## src/rtl/fsm_result_collector.sv

```systemverilog
// fsm_result_collector
// Reassembles the nibble-serial result beats of the FSM datapath into one N-bit word,
// least-significant beat first, and presents it on a single-entry valid/ready buffer.
//
// Ports:
//   clk        - clock, rising edge
//   rst        - synchronous active-high reset, priority over everything
//   nib_valid  - beat valid (FSM output-valid flag)
//   nib_data   - beat payload, N_width bits
//   word_ready - downstream accepts word_data this cycle
//   err_clr    - clears the sticky frame_err and overflow flags
//   word_valid - word_data holds an unconsumed word
//   word_data  - reassembled word
//   frame_err  - sticky: a frame ended early
//   overflow   - sticky: a completed word was dropped because the buffer was full
//   busy       - a frame is partially collected
//   frame_cnt  - words loaded into the output buffer, wraps at 255
module fsm_result_collector #(
  parameter int unsigned N       = 32,
  parameter int unsigned N_width = 4
) (
  input  logic               clk,
  input  logic               rst,
  input  logic               nib_valid,
  input  logic [N_width-1:0] nib_data,
  input  logic               word_ready,
  input  logic               err_clr,
  output logic               word_valid,
  output logic [N-1:0]       word_data,
  output logic               frame_err,
  output logic               overflow,
  output logic               busy,
  output logic [7:0]         frame_cnt
);

  localparam int unsigned BEATS = N / N_width;
  localparam int unsigned CntW  = (BEATS > 1) ? $clog2(BEATS) : 1;

  typedef enum logic [0:0] {StIdle, StCollect} state_e;

  state_e            state_q, state_d;
  logic [CntW-1:0]   beat_q, beat_d;
  logic [N-1:0]      asm_q, asm_d;
  logic [N-1:0]      word_q, word_d;
  logic              wvalid_q, wvalid_d;
  logic              ferr_q, ferr_d;
  logic              ovf_q, ovf_d;
  logic [7:0]        cnt_q, cnt_d;

  logic              complete;
  logic              trunc;
  logic [N-1:0]      done_word;

  // Assembly FSM
  always_comb begin
    state_d   = state_q;
    beat_d    = beat_q;
    asm_d     = asm_q;
    complete  = 1'b0;
    trunc     = 1'b0;
    done_word = '0;
    unique case (state_q)
      StIdle: begin
        if (nib_valid) begin
          asm_d = N'(nib_data);
          if (BEATS == 1) begin
            complete  = 1'b1;
            done_word = asm_d;
            asm_d     = '0;
          end else begin
            beat_d  = CntW'(1);
            state_d = StCollect;
          end
        end
      end
      StCollect: begin
        if (nib_valid) begin
          asm_d[int'(beat_q)*N_width +: N_width] = nib_data;
          if (beat_q == CntW'(BEATS - 1)) begin
            complete  = 1'b1;
            done_word = asm_d;
            beat_d    = '0;
            state_d   = StIdle;
          end else begin
            beat_d = beat_q + CntW'(1);
          end
        end else begin
          // Frame ended early: drop the partial word.
          trunc   = 1'b1;
          asm_d   = '0;
          beat_d  = '0;
          state_d = StIdle;
        end
      end
      default: state_d = StIdle;
    endcase
  end

  // Output buffer and flags; a new error event wins over err_clr.
  always_comb begin
    word_d   = word_q;
    wvalid_d = wvalid_q;
    cnt_d    = cnt_q;
    ovf_d    = ovf_q & ~err_clr;
    ferr_d   = (ferr_q & ~err_clr) | trunc;
    if (complete) begin
      if (!wvalid_q || word_ready) begin
        word_d   = done_word;
        wvalid_d = 1'b1;
        cnt_d    = cnt_q + 8'd1;
      end else begin
        ovf_d = 1'b1;
      end
    end else if (wvalid_q && word_ready) begin
      wvalid_d = 1'b0;
    end
  end

  always_ff @(posedge clk) begin
    if (rst) begin
      state_q  <= StIdle;
      beat_q   <= '0;
      asm_q    <= '0;
      word_q   <= '0;
      wvalid_q <= 1'b0;
      ferr_q   <= 1'b0;
      ovf_q    <= 1'b0;
      cnt_q    <= '0;
    end else begin
      state_q  <= state_d;
      beat_q   <= beat_d;
      asm_q    <= asm_d;
      word_q   <= word_d;
      wvalid_q <= wvalid_d;
      ferr_q   <= ferr_d;
      ovf_q    <= ovf_d;
      cnt_q    <= cnt_d;
    end
  end

  assign word_valid = wvalid_q;
  assign word_data  = word_q;
  assign frame_err  = ferr_q;
  assign overflow   = ovf_q;
  assign busy       = (state_q == StCollect);
  assign frame_cnt  = cnt_q;

endmodule

```

## config.mk

```make
export PLATFORM = sky130hd
export DESIGN_NAME = fsm_result_collector
export DESIGN_NICKNAME = d
export VERILOG_FILES = /design/src/rtl/fsm_result_collector.sv
export SDC_FILE = /design/constraint.sdc
export NUM_CORES = 1
export LEC_CHECK = 0
export CORE_UTILIZATION = 40
export CTS_BUF_LIST = sky130_fd_sc_hd__clkbuf_4 sky130_fd_sc_hd__clkbuf_8
export DETAILED_ROUTE_END_ITERATION = 8
export RECOVER_POWER = 100
export SLEW_MARGIN = 20
export SYNTH_ARGS = -nofsm -noshare
export SYNTH_HDL_FRONTEND = slang
export SYNTH_SLANG_ARGS = --single-unit
export TNS_END_PERCENT = 5
```

## constraint.sdc

```tcl
create_clock -name clk -period 2.1 [get_ports clk]
set_input_delay 0.21 -clock clk [delete_from_list [all_inputs] [get_ports clk]]
set_output_delay 0.21 -clock clk [all_outputs]
set_load 0.03 [all_outputs]
```

==> summary.md <==
| Metric | Value |
|---|---|
| Status | `finished clean` |
| Startpoint Class | `flip-flop` |
| Hpwl dp | `roughly 6000 µm` |
| Leakage | `between 1.5 and 2 nW` |
| Count of cell types in the netlist | `46` |
| Crit. Startpoint | `beat_q[1]` |
| Total Neg Setup Slack | `0 ns` |
| DRT antenna net count | `0` |
| Final hold viol count | `0` |
| Total track usage | `19.6%` |
| Ranking of synthesized cells by area | `dfxtp_1 45%, nor2_1 9.3%, nand2_1 5.0%, a311oi_1 5.0%, mux2i_1 3.7%` |
| Seq/Total Area, Yosys | `a little under half` |
| Layout area overhead | `27.4%` |
| Die area | `0.00915 mm²` |
| Crit Path Class | `flip-flop to flip-flop` |
| Asr flop ratio synth | `0%` |
| Pre-Repair DR Iteration Count | `4` |
| PD cells | `671 mW/mm²` |
| CTS Root Buffer Type | `clkbuf_8` |
| Top Ports | `53` |
| Hold Crit Depth | `2` |
| Synth warn | `0` |
| Post-synth top area share | `45.1%` |
| Largest net degree at the start of global routing | `43` |
| GP Congestion | `0.810` |
| Total wire length | `8600 µm` |
| Most frequent CP cell | `nor2_1` |
| Residual DRC | `0` |
| Non-filler cells, final | `just under 600` |
| Relative slew slack | `63.5%` |
| CTS Buf Count | `9` |
| Multi-input gate area | `0.00178 mm²` |
| Initial DRC Count | `119` |
| Diodes inserted | `0` |
| Crit path cell chain | `inv_1, ha_2, ha_4, buf_4, or4b_1, nor2_1, a21oi_1, nor2_1` |
| WL per Instance | `14.8 µm` |
| Post-synth EDFFs | `0` |
| #FFs+latches synth | `slightly below 80` |
| Placed cells | `564` |
| FF-to-FF path depth | `8` |
| Reg area | `0.00158 mm²` |
| Core footprint | `between 0.008 and 0.009 mm²` |
| WP buf/inv | `2` |
| Slew Limit Fails | `0` |
| Clk_lat worst skew | `0.35 ns` |
| Peak VDD IR | `~0.29 mV` |
| Arrival time worst endpoint | `2.26 ns` |
| Tcrit/Tclk final | `between 90% and 100%` |
| Gate Count Post-Synth | `409` |
| Site row count | `33` |
| R2R Path End | `asm_q[31]` |
| Worst Hold End | `frame_cnt[1]` |
| Via count | `roughly 3.0k` |
| First-pass GRT wire length | `~14000 µm` |
| Delay-heaviest family, CP | `simple AND/OR/NAND/NOR gates` |
| Clk pin slew, worst setup/hold paths | `0.08 ns` |
| Cell taking the most area after synthesis | `dfxtp_1` |
| Crit Path Max Fanout | `9` |
| Clk_skew | `0.00628 ns` |
| Reg2reg setup slack | `0.13 ns` |
| Post-CTS setup buffers | `0` |
| Pre-CTS WS | `0.0958 ns` |
| Die height | `between 90 and 100 µm` |
| Max Cap Viol | `0` |
| Gr ovfl total | `0` |
| CP peak stage delay | `0.62 ns` |
| CTS tree | `built` |
| Capturing element type of the critical path | `flip-flop` |
| Die width | `95.7 µm` |
| Initial Utilization | `42.1%` |
| Final worst path period need | `1.97 ns` |
| Initial antenna violation count | `0` |
| RSZ-0062 raised after global routing | `false` |
| I/O Buffers | `52` |
| Final WS setup | `0.126 ns` |
| Avg Cell Area, Syn | `roughly 8.6 µm²` |
| Hold Path Class | `input port to flip-flop` |
| Cell Area, Synth | `between 0.003 and 0.004 mm²` |
| Worst Path Required | `2.39 ns` |
| Worst r2r src | `beat_q[1]` |
| Depth of the CTS H-tree | `3` |
| Layout cells sized above 1 | `roughly 12%` |
| Setup violation total in the final timing report | `0` |
| Max clock buf depth | `2` |
| Total Power | `approximately 3 mW` |
| Vias in the first global route | `2795` |
| Clk sinks | `79` |
| Final #Nets | `485` |
| Maximum clock frequency | `506 MHz` |
| Syn_nets | `about 420` |
| Via density | `5.21` |
| Slowest-stage cell, CP | `or4b_1` |
| Main synth FF type | `dfxtp_1` |
| Slew @ Worst Pin | `~0.55 ns` |
| HP Start | `rst` |
| Filler cells | `823` |
-- cell usage after synthesis (3+ instances only) --
library cell  number
mux2i_1           13
nor2b_1            3
nand2_1           47
a211oi_1          12
o21ai_0            5
a21oi_1           23
dfxtp_1           79
nand3_1           14
o22a_1             8
nand4_1            5
buf_2             11
and2_1             4
nor2_1            87
a22o_1             8
or3_1              3
xor2_1             5
clkbuf_1          15
inv_1              7
ha_1               6
a311oi_1          20
-- cell usage in the layout, fill, tap and decap left out, types with 3 or more instances in the layout --
cell type        Yosys  layout
clkbuf_8             0       9
a22o_1               8       8
nor2b_1              3       3
dfxtp_1             79      78
ha_1                 6       3
nand4_1              5       5
nor2_1              87      86
clkbuf_4             0       3
clkbuf_1            15       5
a21oi_1             23      23
dlygate4sd3_1        0      45
clkdlybuf4s50_1      0       6
o21ai_0              5       5
a311oi_1            20      20
inv_1                7       7
nand3_1             14      14
mux2i_1             13      13
and2_1               4       4
nand2_1             47      47
a211oi_1            12      12
buf_4                2      24
xor2_1               5       5
o22a_1               8       8
-- how the worst max path moves through the flow --
stage,end,slack (ns),cells past startpoint
after floorplan,word_data[27],0.02,9
after global placement,word_data[18],0.16,7
after detailed placement,word_data[19],0.1,7
after CTS,word_data[10],0.07,7
after global routing,asm_q[15],0.02,6
final,asm_q[31],0.13,8
-- flip-flops by register name, indices dropped and copies added, names as in the netlist --
name,count
asm_q,32
word_data,32
frame_cnt,8
beat_q,3
busy,1
frame_err,1
overflow,1
word_valid,1
-- logic make-up after synthesis --
kind of cell | synth area share (%)
simple gates | 24.9
compound gates | 16.7
flops | 45.1
buf+inv | 5.20
mux | 4.03
xor+xnor | 1.96
fa+ha+maj | 2.14
-- cell type report --
type,count,area share (%)
Multi-Input combinational cell,291,39.8
Sequential cell,79,35.4
Timing Repair Buffer,82,16.4
Clock buffer,12,3.27
Tap cell,105,2.94
Clock inverter,4,1.57
Inverter,7,0.588
-- through the flow --
stage                     utilization, %  instance area, µm²  hold WS, ns
after detailed placement            51.1                4260        0.468
final                               53.6                4470        0.232
after floorplan                        -                3540        0.383
after global placement              51.1                4260        0.464
after CTS                           53.7                4480        0.230
after global routing                53.6                4470        0.254
-- metal layers --
metal	wire (µm)	vias up	track usage [%]
li1	-	1556	-
met1	4240	1430	25.4
met2	4070	28	32.3
met3	224	5	5.26
met4	72	0	4.85
met5	0	-	0
-- where the power goes --
group | switching (mW) | internal [mW] | leakage, nW
clock | 0.545 | 0.706 | 0.115
sequential | 0.00573 | 1.51 | 0.638
combinational | 0.149 | 0.0891 | 0.995
-- what timing repair did --
action | 4_1_cts | 5_1_grt
setup endpoints to repair | 0 | 9
gates resized for setup | 0 | 2
hold buffers | 0 | 0
Power figures use the tool's default switching activity.
==> patch 1, RTL diff (same settings) <==
`word_q` no longer has a reset.
--- a/src/rtl/fsm_result_collector.sv
+++ b/src/rtl/fsm_result_collector.sv
@@ -123,3 +123,2 @@
       asm_q    <= '0;
-      word_q   <= '0;
       wvalid_q <= 1'b0;
@@ -132,3 +131,2 @@
       asm_q    <= asm_d;
-      word_q   <= word_d;
       wvalid_q <= wvalid_d;
@@ -138,2 +136,6 @@
     end
+  end
+
+  always_ff @(posedge clk) begin
+    word_q <= word_d;
   end
Check against the original RTL: differs if rst is asserted again (counterexample within 10 cycles, from zero or initial values and one cycle with rst high); with rst held inactive, the same outputs for 10 cycles.
==> patch 1 against the original RTL <==
Sequential power rose by 6%. Sequential share of layout area rose by 5.3 points. Wire length fell by 9.0%. Setup slack got worse by 0.062 ns. Sequential cell count did not move. Area after synthesis fell by 0.21%. Power rose by 11%. Design area rose by 4.6%. Critical endpoint is now word_data[19].
==> patch 1: results (changes against the original RTL) <==
| Metric | Value |
|---|---|
| Status | finished clean |
| DRT met1 WL | 3.64 mm (-14%) |
| DRC marker count from the first detailed-route iteration | 161 (+35%) |
| Placed cell areas | 4320 sq um (+1.2%) |
| Worst Min Path Start | asm_q[12] |
| DP HPWL | 5.48 mm (-8.7%) |
| CP max stage delay | 0.53 ns (-0.09 ns) |
| First-pass GRT wire length | 12.9 mm (-4.6%) |
| Routed length per instance | 15.0 um (+1.1%) |
| Placer Congestion | 0.836 (+3.2%) |
| End of the critical path | word_data[19] |
| Clock skew | 0.0111 ns (+0.00477 ns) |
| Netlist cell types | 44 (-4.3%) |
| Worst-path maximum fanout | 4 (-5) |
| Fmax | 0.491 GHz (-3.1%) |
| Vias in the first global route | 2684 (-4.0%) |
| Syn_nets | 353 (-17%) |
| Met2 wire length | 3.80 mm (-6.6%) |
| GR Util met3 | 4.47% (-0.80 points) |
| CP max stage cell | or4_1 |
| Worst Hold End | asm_q[12] |
| Max VDD drop | 0.322 mV (+9.4%) |
| Sequential fraction of the synthesis area | 54.3% (+9.2 points) |
| Nets | 427 (-12%) |
| Mux share of post-synthesis cell area | 6.93% (+2.9 points) |
| Slew HR | 64.5% (+0.98 points) |
| Worst Reg-to-Reg Cells | 7 (-1) |
| Total GRT Usage | 18.9% (-0.66 points) |
==> patch 1: changes by cell type in the layout (fill, tap and decap cells not counted), sizes merged, moves of 20 or more <==
cell,unedited run,this run
dfxtp,79,47
edfxtp,0,32
a311oi,20,0
nor2,87,43
dlygate4sd3,45,0
clkdlybuf4s50,6,52
nand2,47,22
==> patch 1: timing repair <==
item,4_1_cts,5_1_grt
pin swaps,0,1
endpoints found under the setup margin,4,89
gates resized for setup,1,16
buffers inserted,0,2
==> patch 1: area by class of cell <==
type,count,area (sq um),area share [%]
Sequential cell,79,1900,40.7
Multi-Input combinational cell,226,1550,33.1
Timing Repair Buffer,87,796,17.0
Clock inverter,7,143,3.05
Tap cell,105,131,2.81
Clock buffer,9,124,2.65
Inverter,9,33.8,0.722
==> patch 1: cell families (layout without fill, tap and decap cells) <==
group / count (synthesis) / count (layout)
simple gates: 127 / 127
flops: 79 / 79
compound gates: 63 / 63
buf+inv: 33 / 112
mux: 24 / 24
fa+ha+maj: 6 / 6
xor+xnor: 6 / 6
==> patch 1: power breakdown <==
part           switching, mW  internal (mW)  leakage, nW  total [mW]
sequential           0.00836           1.59        0.734        1.60
clock                  0.578          0.916        0.134        1.49
combinational          0.132          0.109        0.797       0.241
==> patch 1: critical path, delay by kind of cell (launching register included) <==
family                   cells  cell delay [ns]
buffers and inverters        2             0.10
AND/OR/NAND/NOR              2             0.87
AO/OA/AOI/OAI                1             0.14
flip-flops                   1             0.33
adder cells (fa/ha/maj)      2             0.47
==> patch 1: through the flow <==
step,hold slack [ns],power (mW),setup TNS (ns),std cells
2_1_floorplan,0.417,1.77,-1.02,338
3_3_place_gp,0.440,1.85,0,504
3_5_place_dp,0.444,1.85,0,504
4_1_cts,0.465,3.33,0,520
5_1_grt,0.493,3.45,-0.0327,522
6_report,0.461,3.33,0,522
==> patch 2, RTL diff (same settings) <==
Without the edit above. The parameter `N_width` goes from 4 to 8.
--- a/src/rtl/fsm_result_collector.sv
+++ b/src/rtl/fsm_result_collector.sv
@@ -19,3 +19,3 @@
   parameter int unsigned N       = 32,
-  parameter int unsigned N_width = 4
+  parameter int unsigned N_width = 8
 ) (
Ports: changed (resized nib_data); port bits go from 53 to 57. No check against the original RTL was run, so the function may have changed too.
==> patch 2 against the original RTL <==
Count of clock-buffer cells in the layout down 3. Setup slack better by 0.067 ns. Clock power down 3%. Worst hold slack better by 0.093 ns. Power down 2.3%. Area after synthesis down 5.7%. Die area down 5.6%. Design area down 6.4%. Fmax up 3.5%. Sequential cell count down 1. Critical path depth down 2. Combinational power down 7%. Wire length down 3.0%. Critical path type unchanged.
==> patch 2: results (changes against the original RTL) <==
| Metric | Value |
|---|---|
| CP max stage delay | 0.42 ns (-0.20 ns) |
| Flop-to-flop setup slack | 0.19 ns (+0.07 ns) |
| Worst Reg-to-Reg Cells | 6 (-2) |
| Clock skew | 0.00747 ns (+0.00119 ns) |
| DP Worst Slack | 0.103 ns (+0.00681 ns) |
| Largest net degree at the start of global routing | 56 (+30%) |
| Via-per-instance ratio | 5.43 (+4.3%) |
| Syn_nets | 404 (-4.7%) |
| Dpl cells | 525 (-6.9%) |
| Fill cells | 794 (-3.5%) |
| DRC marker count from the first detailed-route iteration | 163 (+37%) |
| Share of layout cells above drive strength 1 | 10.5% (-1.9 points) |
| Placer Congestion | 0.885 (+9.3%) |
| Total GRT Usage | 20.3% (+0.70 points) |
| Worst reg2reg startpoint | beat_q[0] |
| Status | finished clean |
| Placed cell areas | 3990 sq um (-6.5%) |
| Switching portion of total power | 24.0% (+0.70 points) |
| Reg2reg end | word_data[9] |
| Number of levels in the clock H-tree | 3 (unchanged) |
| DP HPWL | 5.33 mm (-11%) |
| Drt total wl | 8.35 mm (-3.0%) |
| Worst-path maximum fanout | 7 (-2) |
| Worst slew pin tran | 0.540 ns (-0.00811 ns) |
| Arrival @ worst endpoint | 2.17 ns (-0.09 ns) |
| Sequential fraction of the synthesis area | 47.2% (+2.1 points) |
| Worst Hold End | overflow |
| Routed length per instance | 15.4 um (+4.0%) |
| Async set-reset flop share out of synthesis | 0% (unchanged) |
| Netlist cell types | 39 (-15%) |
| Max VDD drop | 0.341 mV (+16%) |
| Nets | 454 (-6.4%) |
[patch 2: repair_timing]
item                                    CTS  global route
gates resized for setup                   0             1
hold buffers                              0             0
endpoints found under the setup margin    0             3
[patch 2: power by group through the flow]
stage | sequential (mW) | clock (mW) | combinational [mW]
global route | 1.50 | 1.30 | 0.244
global placement | 1.53 | 0 | 0.225
finish | 1.50 | 1.21 | 0.222
floorplan | 1.54 | 0 | 0.134
CTS | 1.50 | 1.24 | 0.227
detailed placement | 1.53 | 0 | 0.226
[patch 2: worst max path at each step]
stage               slack [ns]      start           end
CTS                       0.17  beat_q[0]  word_data[8]
global placement          0.12  nib_valid     asm_q[26]
detailed placement        0.10  nib_valid     asm_q[24]
floorplan                 0.25  beat_q[0]      asm_q[3]
global route              0.03  beat_q[0]      asm_q[7]
finish                    0.19  beat_q[0]  word_data[9]
[patch 2: cell type report]
class	count	area share (%)
tap	102	3.05
inverter	6	0.538
multi-input combinational	269	37.9
clock buffer	9	2.96
timing repair buffer	70	16.1
sequential	78	37.3
clock inverter	7	2.12
[patch 2: cell families (layout without fill, tap and decap cells)]
group | count (synthesis) | after routing | share of synthesized area [%]
AO/OA/AOI/OAI | 90 | 90 | 19.7
XOR/XNOR | 6 | 6 | 1.59
adder cells (fa/ha/maj) | 7 | 7 | 2.65
buffers and inverters | 37 | 92 | 4.80
flip-flops | 78 | 78 | 47.2
multiplexers | 1 | 1 | 0.340
AND/OR/NAND/NOR | 165 | 165 | 23.8
[patch 2: per-layer routing]
metal  up-vias  wire, um  track usage (%)
li1       1467         -                -
met3        14       289             3.45
met1      1388      4040             27.6
met4         0       177             7.95
met5         -         0                0
met2        67      3840             31.9
